==> config.mk <==
export PLATFORM = sky130hd
export DESIGN_NAME = alu_serial_driver
export DESIGN_NICKNAME = d
export VERILOG_FILES = /design/src/rtl/alu_serial_driver.sv
export SDC_FILE = /design/constraint.sdc
export NUM_CORES = 1
export LEC_CHECK = 0
export ABC_CLOCK_PERIOD_IN_PS = 1850
export BUFFER_PORTS_ARGS = -buffer_cell sky130_fd_sc_hd__buf_4
export CORE_UTILIZATION = 33
export CTS_CLUSTER_SIZE = 10
export DETAILED_ROUTE_END_ITERATION = 8
export HOLD_SLACK_MARGIN = 0.06
export PLACE_DENSITY = 0.56
export SETUP_SLACK_MARGIN = 0.4
export SLEW_MARGIN = 20
export SYNTH_ARGS = -nofsm -noshare
export SYNTH_HDL_FRONTEND = slang
export SYNTH_SLANG_ARGS = --single-unit
export TNS_END_PERCENT = 100
==> constraint.sdc <==
create_clock -name clk -period 1.85 [get_ports clk]
set_input_delay 0.0925 -clock clk [delete_from_list [all_inputs] [get_ports clk]]
set_output_delay 0.0925 -clock clk [all_outputs]
set_load 0.05 [all_outputs]
==> src/rtl/alu_serial_driver.sv <==
// Bit-serial initiator for a one-bit ALU slice: presents operand bits LSB first and assembles the result.
// Optional build macro ALU_SERIAL_SELFCHECK_EN adds an expected-bit compare that also feeds err.
module alu_serial_driver #(
   parameter int unsigned WIDTH = 8
) (
   input  logic             clk,
   input  logic             rst,
   input  logic             start,
   input  logic             mode,
   input  logic [1:0]       sel,
   input  logic [WIDTH-1:0] a,
   input  logic [WIDTH-1:0] b,
   output logic             slice_m,
   output logic             slice_s0,
   output logic             slice_s1,
   output logic             slice_a,
   output logic             slice_b,
   input  logic [5:0]       slice_out,
   output logic [WIDTH-1:0] result,
   output logic             busy,
   output logic             done,
   output logic             err
);

   localparam int unsigned IDX_W = (WIDTH > 1) ? $clog2(WIDTH) : 1;
   localparam logic [IDX_W-1:0] IDX_LAST = IDX_W'(WIDTH - 1);

   localparam logic [1:0] ST_IDLE = 2'd0;
   localparam logic [1:0] ST_RUN  = 2'd1;
   localparam logic [1:0] ST_DONE = 2'd2;

   logic [1:0]       state, state_nxt;
   logic [IDX_W-1:0] idx, idx_nxt;
   logic [WIDTH-1:0] a_reg, a_reg_nxt, b_reg, b_reg_nxt;
   logic             mode_reg, mode_reg_nxt;
   logic [1:0]       sel_reg, sel_reg_nxt;
   logic [WIDTH-1:0] result_nxt;
   logic             busy_nxt, done_nxt, err_nxt;

   logic             run;
   logic             res_bit;
   logic             multi_hot;
   logic             bit_bad;

   // Slice drive is gated so the slice sees all zeros outside RUN.
   always_comb begin
      run      = (state == ST_RUN);
      slice_a  = run & a_reg[idx];
      slice_b  = run & b_reg[idx];
      slice_m  = run & mode_reg;
      slice_s0 = run & sel_reg[0];
      slice_s1 = run & sel_reg[1];
   end

   always_comb begin
      res_bit   = |slice_out;
      multi_hot = ((slice_out & (slice_out - 6'd1)) != 6'd0);
   end

`ifdef ALU_SERIAL_SELFCHECK_EN
   logic exp_bit;

   // Expected result bit for the latched operation on the current operand bits.
   always_comb begin
      exp_bit = 1'b0;
      case (sel_reg)
         2'b00: exp_bit = slice_a;
         2'b01: exp_bit = ~slice_a;
         2'b10: exp_bit = mode_reg ? (slice_a | slice_b) : (slice_a ^ slice_b);
         2'b11: exp_bit = mode_reg ? (~slice_a | slice_b) : ~(slice_a ^ slice_b);
         default: exp_bit = 1'b0;
      endcase
      bit_bad = multi_hot | (exp_bit != res_bit);
   end
`else
   always_comb bit_bad = multi_hot;
`endif

   always_comb begin
      state_nxt    = state;
      idx_nxt      = idx;
      a_reg_nxt    = a_reg;
      b_reg_nxt    = b_reg;
      mode_reg_nxt = mode_reg;
      sel_reg_nxt  = sel_reg;
      result_nxt   = result;
      busy_nxt     = busy;
      done_nxt     = 1'b0;
      err_nxt      = err;
      case (state)
         ST_IDLE: begin
            if (start) begin
               a_reg_nxt    = a;
               b_reg_nxt    = b;
               mode_reg_nxt = mode;
               sel_reg_nxt  = sel;
               idx_nxt      = '0;
               result_nxt   = '0;
               err_nxt      = 1'b0;
               busy_nxt     = 1'b1;
               state_nxt    = ST_RUN;
            end
         end
         ST_RUN: begin
            result_nxt[idx] = res_bit;
            idx_nxt         = idx + IDX_W'(1);
            if (bit_bad) begin
               err_nxt = 1'b1;
            end
            // Leave on the last bit so idx never wraps inside RUN.
            if (idx == IDX_LAST) begin
               idx_nxt   = '0;
               busy_nxt  = 1'b0;
               done_nxt  = 1'b1;
               state_nxt = ST_DONE;
            end
         end
         ST_DONE: begin
            state_nxt = ST_IDLE;
         end
         default: begin
            state_nxt = ST_IDLE;
            busy_nxt  = 1'b0;
         end
      endcase
   end

   always_ff @(posedge clk) begin
      if (rst) begin
         state    <= ST_IDLE;
         idx      <= '0;
         a_reg    <= '0;
         b_reg    <= '0;
         mode_reg <= 1'b0;
         sel_reg  <= 2'b00;
         result   <= '0;
         busy     <= 1'b0;
         done     <= 1'b0;
         err      <= 1'b0;
      end else begin
         state    <= state_nxt;
         idx      <= idx_nxt;
         a_reg    <= a_reg_nxt;
         b_reg    <= b_reg_nxt;
         mode_reg <= mode_reg_nxt;
         sel_reg  <= sel_reg_nxt;
         result   <= result_nxt;
         busy     <= busy_nxt;
         done     <= done_nxt;
         err      <= err_nxt;
      end
   end

endmodule

; ---- Word level (Yosys, flattened, before mapping)
; Index checks and enable logic that the tools add are counted.
[totals]
word_cells = 61
inputBits = 28
ff_bits = 35
output_inout_bits = 16
[op_classes]
n_eq_ne = 6
addsub = 2
mux = 22
order_cmp = 2
reduce_logical = 11
bitwise = 8
[ops]
columns = cell, count
row1 = 8-bit one-hot mux with 2 select lines, 1
row2 = 8-bit bitwise mux, 1
row3 = 1-bit two-way mux, 8
row4 = 8-bit two-way mux, 1
row5 = 6-bit bitwise AND, 1
row6 = 1-bit binary-select mux with 3-bit select, 2
row7 = 3-bit two-way mux, 2
row8 = 3-bit one-hot mux with 2 select lines, 1
row9 = 2-bit AND reduction, 3
row10 = 3-bit AND reduction, 2
row11 = 6-bit nonzero test, 1
row12 = 6-bit OR reduction, 1
row13 = 6-bit by 1-bit subtractor with 6-bit output (second input constant), 1
row14 = 1-bit bitwise AND, 5
row15 = 3-bit by 4-bit < comparator with 1-bit output (second input constant), 1
row16 = 2-bit two-way mux, 2
row17 = 2-bit by 1-bit != test with 1-bit output (second input constant), 2
row18 = 2-bit one-hot mux with 2 select lines, 1
row19 = 3-bit by 1-bit adder with 3-bit output (second input constant), 1
row20 = 1-bit demux with 3-bit select, 1
row21 = 3-bit equality test (second input constant), 1
row22 = 3-bit by 1-bit >= comparator with 1-bit output (second input constant), 1
row23 = 1-bit one-hot mux with 3 select lines, 1
row24 = 2-bit by 1-bit equality test with 1-bit output (second input constant), 1
row25 = other kinds (8), 9

; ---- Depth between registers and ports, before layout
; Gate-level depths: netlist (run 1).
[depth]
depth_word = 6
ltp_mapped = 6
mapped_depth_nobuf = 6

; ---- Least setup slack after synthesis (run 1)
; No wires, ideal clock.
[synth_path]
kind = register to output
from = register idx[0]
to = output slice_b
stages_incl_launch_ff = 5
t_required_ps = 1757
arrival_ps = 1377
path_slack_ps = 381
n_path_buf = 1
cell_sequence = dfxtp_1 > buf_6 > inv_1 > o32ai_1 > o31a_1
[synth_via]
elab_chain_cells = 3
[synth_rtl]
columns = element, line_no
row1 = "start, declared", 33  ; logic [IDX_W-1:0] idx, idx_nxt;
row2 = "start signal, assigned", 142  ; idx <= idx_nxt;
row3 = 1-bit binary-select mux with 3-bit select, 49  ; slice_b = run & b_reg[idx];
row4 = 1-bit two-way mux (implied by the code), 49
row5 = 1-bit bitwise AND, 49
row6 = "end, declared", 17  ; output logic slice_b,
; Every way passes these cells. The select of a mux whose other input is x is not followed.

; ---- Worst setup path in the final report (run 1)
[layout_path]
from = register idx[1]
to = output slice_b
; The elaborated chain is that of the path after synthesis.

==> impl_results.md, run 1 <==
- Final setup fails: 0
- Post-DP HPWL: 2570 um
- Ys Warns: 0
- Buffers & Inverters on Critical Path: 1
- Wire per inst: around 12 um
- Port bufs: 43
- Crit-path slowest cell: dfxtp_4
- DRC: 0
- N_diodes: 0
- Slew @ Worst Pin: 0.421 ns
- Grt ovf: 0
- Die area: 5480 um^2
- Sequential-to-total area share from yosys stat: 40.9%
- Mapped Cells: roughly 200
- Worst Skew: 0.00816 ns
- Status: complete, no violations
- 1st-iter DRT viols: between 40 and 50
- Post-route antenna net violation count: 0
- Setup crit end kind: primary output
- WP data arrival: between 1.5 and 2 ns
- Busiest grt layer: met2
- Die X-Extent: around 74 um
- Met2 GRT Util: 27.1%
- Initial Util: a little over a third
- Synth cell types: a little over 40
- Fmax: approximately 590 MHz
- Number of iterations in the first detailed-routing pass: 4
- DIE HEIGHT: ~74 um
- Initial antenna violation count: 0
- Routed via count: ~1,600
- Net count after synthesis: 231
- Worst skew pair latency: 0.29 ns
- Setup CP Type: flop to primary output
- CP max stage delay: around 0.36 ns
- CTS max path bufs: 2
- Core area: 4850 um^2
- Drt via density: about 4.8
- Number of global-route vias before repair: 1,497
- First-pass GRT wire length: 6610 um
- Share of cells above drive strength 1: between 30% and 40%
- Endpoints failing hold: 0
- TritonCTS Buffers: 5
- FP Rows: 25
- VDD IR max: 0.000367 V
- Met1 usage: between 10% and 20%
- CP Launch Type: flop
- Met3 usage: under 10%
- Leakage: between 0.9 and 1 nW
- Routed WL: between 3000 and 4000 um
- CTS clk-pin slew, worst paths: 0.07 ns
- Max_cap viols: 0
- CTS root buffer: clkbuf_8
- Pwr per Cell Area: ~680 nW/um^2
- Final cycle utilization of the critical path: a little over 90%
- Max Fanout on Critical Path: 5
- CTS tree: done
- Final GP Congestion: around 0.74
- Min Tclk post-route: between 1.5 and 2 ns
- Hold WC Path Type: primary input to flop
- Slew Limit Fails: 0
- Syn Area/Cell: 8.52 um^2
- CTS sink cnt: 35
- Area grow syn2layout: 41.1%
- H-tree Lvls: 2
- Largest net degree at the start of global routing: 36
- I/O pins: 44
- CP top delay family: compound AO/OA/AOI/OAI gates
- Synth Register Bits: 35
- Slew headroom: between 70% and 80%
- Netlist Area Pre-Place: around 1700 um^2
- RSZ-0062 raised after global routing: true
- GRT Util Overall: between 10% and 20%
- Total Neg Setup Slack: 0 ns
- Final hold slack: between 0.06 and 0.07 ns
- Cells along the critical path: and2b_2 > a22oi_2 > nor2_1 > o31a_2 > buf_8
- Critical Path RT: 1.76 ns
- Layout Nets: 297
[where the power goes]
part,internal [mW],leakage (nW),switching [mW]
registers,0.787,0.289,0.0279
logic,0.145,0.631,0.150
clock network,0.264,0.0422,0.265
[cells by family after synthesis]
logic type	synth area share, %
fa+ha+maj	2.05
flops	40.9
simple gates	27.7
compound gates	14.4
mux	6.94
buf+inv	8.03
[cells in the final DEF, fill, tap and decap left out, types with 2 or more instances in the layout]
cell type and count:
buf_4 52, nand2_1 49, dfxtp_1 31, a21oi_1 28, dlygate4sd3_1 17, nor2_1 12, nand3_1 8, mux2_2 6
clkbuf_8 5, mux2i_1 4, dfxtp_4 3, inv_1 2, and2_1 2, nand3b_1 2, nor2_4 2, nand4_1 2
or2_1 2, a32oi_1 2, nor4_1 2, clkbuf_1 2, buf_6 2, buf_8 2
[final timing paths]
check	end	slack [ns]	startpoint	depth (start not counted)
setup / recovery	slice_b	0.15	idx[1]	5
hold / removal	a_reg[5]	0.07	a[5]	3
setup reg to reg	result[4]	0.43	idx[1]	6
hold reg to reg	a_reg[2]	0.45	a_reg[2]	2
[final cells by class]
type                    instances  area [um^2]
fillers                       485         2430
flip-flops and latches         35          713
clock inverters                 1         5.00
repair buffers                 73          613
well taps                      67         83.8
inverters                       3         11.3
multi-input cells             149          913
clock buffers                   7         76.3
[stage by stage]
| stage | setup WS, ns | power (mW) | utilization (%) | instances | instance area, um^2 |
|---|---|---|---|---|---|
| global route | 0.0922 | 1.72 | 49.8 | 335 | 2420 |
| detailed placement | 0.254 | 1.08 | 42.1 | 302 | 2040 |
| global placement | 0.245 | 1.08 | 42.1 | 302 | 2040 |
| CTS | 0.143 | 1.65 | 48.8 | 334 | 2370 |
| floorplan | 0.427 | 1.01 | - | 201 | 1720 |
| finish | 0.148 | 1.64 | 49.8 | 335 | 2420 |
[per-layer routing]
metal	vias up	part of all wire, %
met5	-	0
met4	0	1.5
met3	8	4.6
met2	35	48
met1	736	46
li1	818	-
[repair_timing]
action / 4_1_cts / 5_1_grt
endpoints found under the setup margin: 37 / 10
pin swaps: 0 / 3
resized for setup: 9 / 12
buffers inserted: 6 / 1
endpoints found under the hold margin: 17 / 0
hold buffers: 17 / 0
cloned: 1 / 0
[synthesized netlist by cell type (all sizes together)]
library cell	number	area [um^2]
nand2	49	184
dfxtp	35	701
a21oi	28	140
nor2	14	57.6
buf	11	111
nand3	9	57.6
mux2	7	78.8
clkbuf	4	15.0
mux2i	4	40.0
and2	3	18.8
inv	3	11.3
or2	3	18.8
a22oi	2	15.0
a32oi	2	17.5
ha	2	25.0
nand2b	2	20.0
nand3b	2	15.0
nand4	2	12.5
nor2b	2	20.0
nor4	2	12.5
o31a	2	17.5
a2111o	1	11.3
a211oi	1	7.51
and2b	1	8.76
maj3	1	10.0
nor3	1	16.3
nor3b	1	12.5
o21a	1	7.51
o21ai	1	5.00
o21bai	1	7.51
o221ai	1	8.76
o32ai	1	8.76
or3	1	11.3
or3b	1	8.76
[worst min-delay path, cell delays in order]
cell     delay, ns
buf_4         0.11
nand2_1       0.05
a21oi_1       0.05
No activity file was read; power rests on OpenSTA's default activity.
==> run 2, diff against run 1 <==
- HOLD_SLACK_MARGIN: 0.06 -> 0.1
- PLACE_DENSITY: 0.56 -> default
==> run 2 against run 1 <==
Against the previous run: flip-flop and latch count unchanged; critical endpoint unchanged; combinational power up 5%; global-route usage down 0.057 points; sequential share of layout area down 0.85 points; hold slack better by 0.072 ns; core utilization up 1.6 points; critical path depth up 1; wire length down 0.20%; critical path type unchanged; clock skew down 0.0018 ns; largest cell class unchanged; clock-buffer cell count down 2; highest routed layer unchanged; sequential power about the same; worst setup slack better by 0.0052 ns.
==> impl_results.md, run 2 (synthesis gave the netlist of run 1 again) <==
- Status: complete, no violations
- Leakage: 0.994 nW (+3.4%)
- DRC: 0 (unchanged)
- Pwr per Cell Area: 717 nW/um^2 (+5.6%)
- Share of cells above drive strength 1: 34.8% (+0.86 points)
- Die area: 5480 um^2 (unchanged)
- Buffers & Inverters on Critical Path: 2 (+1)
- Post-Layout Cell Count: 337 (+0.60%)
- Min-delay src: start
- Pint: 1.34 mW (+12%)
- CTS clk-pin slew, worst paths: 0.07 ns (about the same)
- DIE HEIGHT: 74.0 um (unchanged)
- Switching share of power: 25.2% (-1.9 points)
- RSZ-0062 raised after global routing: true
- Die X-Extent: 74.0 um (unchanged)
- Worst skew pair latency: 0.28 ns (about the same)
- I/O pins: 44 (unchanged)
- WP data arrival: 1.60 ns (about the same)
- CTS tree: done
- Worst Skew: 0.00637 ns (-0.00179 ns)
- Routed via count: 1,597 (unchanged)
- RR Startpoint: idx[2]
- Reg2reg setup slack: 0.42 ns (about the same)
- Min Tclk post-route: 1.70 ns (-0.00518 ns)
- Final GP Congestion: 0.714 (-3.6%)
- Max_cap viols: 0 (unchanged)
- Fillers: 468 (-3.5%)
- NetSw: 0.450 mW (+1.5%)
- FP Rows: 25 (unchanged)
- TritonCTS Buffers: 5 (unchanged)
- Grt ovf: 0 (unchanged)
- Routed WL: 3950 um (-0.20%)
- Crit-path slowest cell: o31a_2
- Number of iterations in the first detailed-routing pass: 4 (unchanged)
- CP top delay family: compound AO/OA/AOI/OAI gates
- First-pass GRT wire length: 6580 um (-0.42%)
- Layout Nets: 300 (+1.0%)
- Critical R2R Capture: result[4]
- VDD IR max: 0.000358 V (-2.5%)
- Setup crit end kind: primary output
- Slew @ Worst Pin: 0.382 ns (-0.0390 ns)
- Initial Util: 35.3% (unchanged)
- Hold WC Path Type: primary input to flop
- CTS max path bufs: 2 (unchanged)
- Clock power share: 37.0% (+4.7 points)
- CP Launch Type: flop
- CTS sink cnt: 35 (unchanged)
- Reg area: 714 um^2 (+0.18%)
- Fmax: 589 MHz (+0.31%)
- Comb pwr share: 17.4% (-0.6 points)
- Total Neg Setup Slack: 0 ns (unchanged)
- Worst r2r path cells: 6 (unchanged)
- Commonest non-fill, non-tap cells in the layout: nand2_1 (49), buf_4 (49), dfxtp_1 (30)
- CP max stage delay: 0.34 ns (-0.02 ns)
- Area grow syn2layout: 45.5%
- Flop pwr share: 45.6% (-4.1 points)
- H-tree Lvls: 2 (unchanged)
- Slew headroom: 74.5% (+2.7 points)
- Placed cells: 301 (-0.33%)
- Max Fanout on Critical Path: 4 (-1)
- GRT Util Overall: 15.7% (-0.057 points)
- Drt via density: 4.74 (-0.59%)
- Core area: 4850 um^2 (unchanged)
- Cells along the critical path: buf_4 > nor2b_2 > a22oi_2 > nor2_1 > o31a_2 > buf_6
- Wire per inst: 11.7 um (-0.79%)
- N_diodes: 0 (unchanged)
- Area occupied by multi-input gates: 901 um^2 (-1.4%)
- Largest net degree at the start of global routing: 36 (unchanged)
- Final setup fails: 0 (unchanged)
- Initial antenna violation count: 0 (unchanged)
- Endpoints failing hold: 0 (unchanged)
- Number of global-route vias before repair: 1,396 (-6.7%)
- Slew Limit Fails: 0 (unchanged)
- Final cycle utilization of the critical path: 91.7% (-0.28 points)
- Port bufs: 43 (unchanged)
- Hold Crit Depth: 3 (unchanged)
- 1st-iter DRT viols: 85 (+89%)
- CTS root buffer: clkbuf_8
- Hold Path End: state[0]
- Post-DP HPWL: 2490 um (-3.0%)
- Setup CP Type: flop to primary output
- Post-route antenna net violation count: 0 (unchanged)
- Critical Path RT: 1.76 ns (about the same)
[run 2: worst max path at each step]
| stage | from | endpoint | slack [ns] | cells past startpoint |
|---|---|---|---|---|
| after floorplan | idx[2] | slice_b | 0.43 | 5 |
| after global placement | idx[2] | slice_a | 0.21 | 5 |
| after detailed placement | idx[0] | slice_a | 0.20 | 4 |
| after CTS | idx[2] | slice_b | 0.13 | 5 |
| after global routing | idx[2] | slice_b | 0.08 | 5 |
| final | idx[1] | slice_b | 0.15 | 6 |
[run 2: power by group through the flow]
stage	Clock [mW]	Sequential (mW)	Combinational (mW)
3_3_place_gp	0	0.836	0.245
3_5_place_dp	0	0.837	0.245
6_report	0.661	0.815	0.310
5_1_grt	0.717	0.820	0.340
4_1_cts	0.675	0.818	0.285
2_1_floorplan	0	0.846	0.161
[run 2: worst register-to-register path, cell delays in order, from the launching register on]
cell	delay [ns]
dfxtp_4	0.38
and2b_2	0.22
buf_4	0.13
buf_4	0.13
nand3_1	0.09
mux2_2	0.34
nor2_1	0.07
[run 2: routing by layer]
layer | global-route usage [%] | wire, um | vias up
met1 | 21.0 | 1860 | 737
li1 | - | - | 820
met3 | 3.93 | 174 | 2
met4 | 4.49 | 20 | 0
met5 | 0 | 0 | -
met2 | 25.2 | 1890 | 38
[run 2: cell type report]
type | count | share of cell area (%)
timing repair buffer | 77 | 27.1
clock inverter | 2 | 1.51
multi-input combinational | 148 | 36.1
tap | 67 | 3.36
clock buffer | 5 | 2.76
inverter | 3 | 0.452
sequential | 35 | 28.7
[run 2: through the flow]
step                      hold WS (ns)  instance area, um^2  power (mW)  setup WS, ns  util (%)
final                            0.138                 2490        1.79         0.154      51.4
after global routing             0.138                 2490        1.88        0.0780      51.4
after CTS                        0.124                 2400        1.78         0.133      49.5
after detailed placement         0.348                 2030        1.08         0.200      41.9
after global placement           0.342                 2030        1.08         0.208      41.9
after floorplan                  0.228                 1720        1.01         0.427         -
[run 2: timing repair]
action                     4_1_cts  5_1_grt
buffers inserted                 5        5
setup endpoints to repair       38       25
pin swaps                        1        3
hold endpoints to repair        19        0
resized for setup               12       13
hold buffers                    19        0
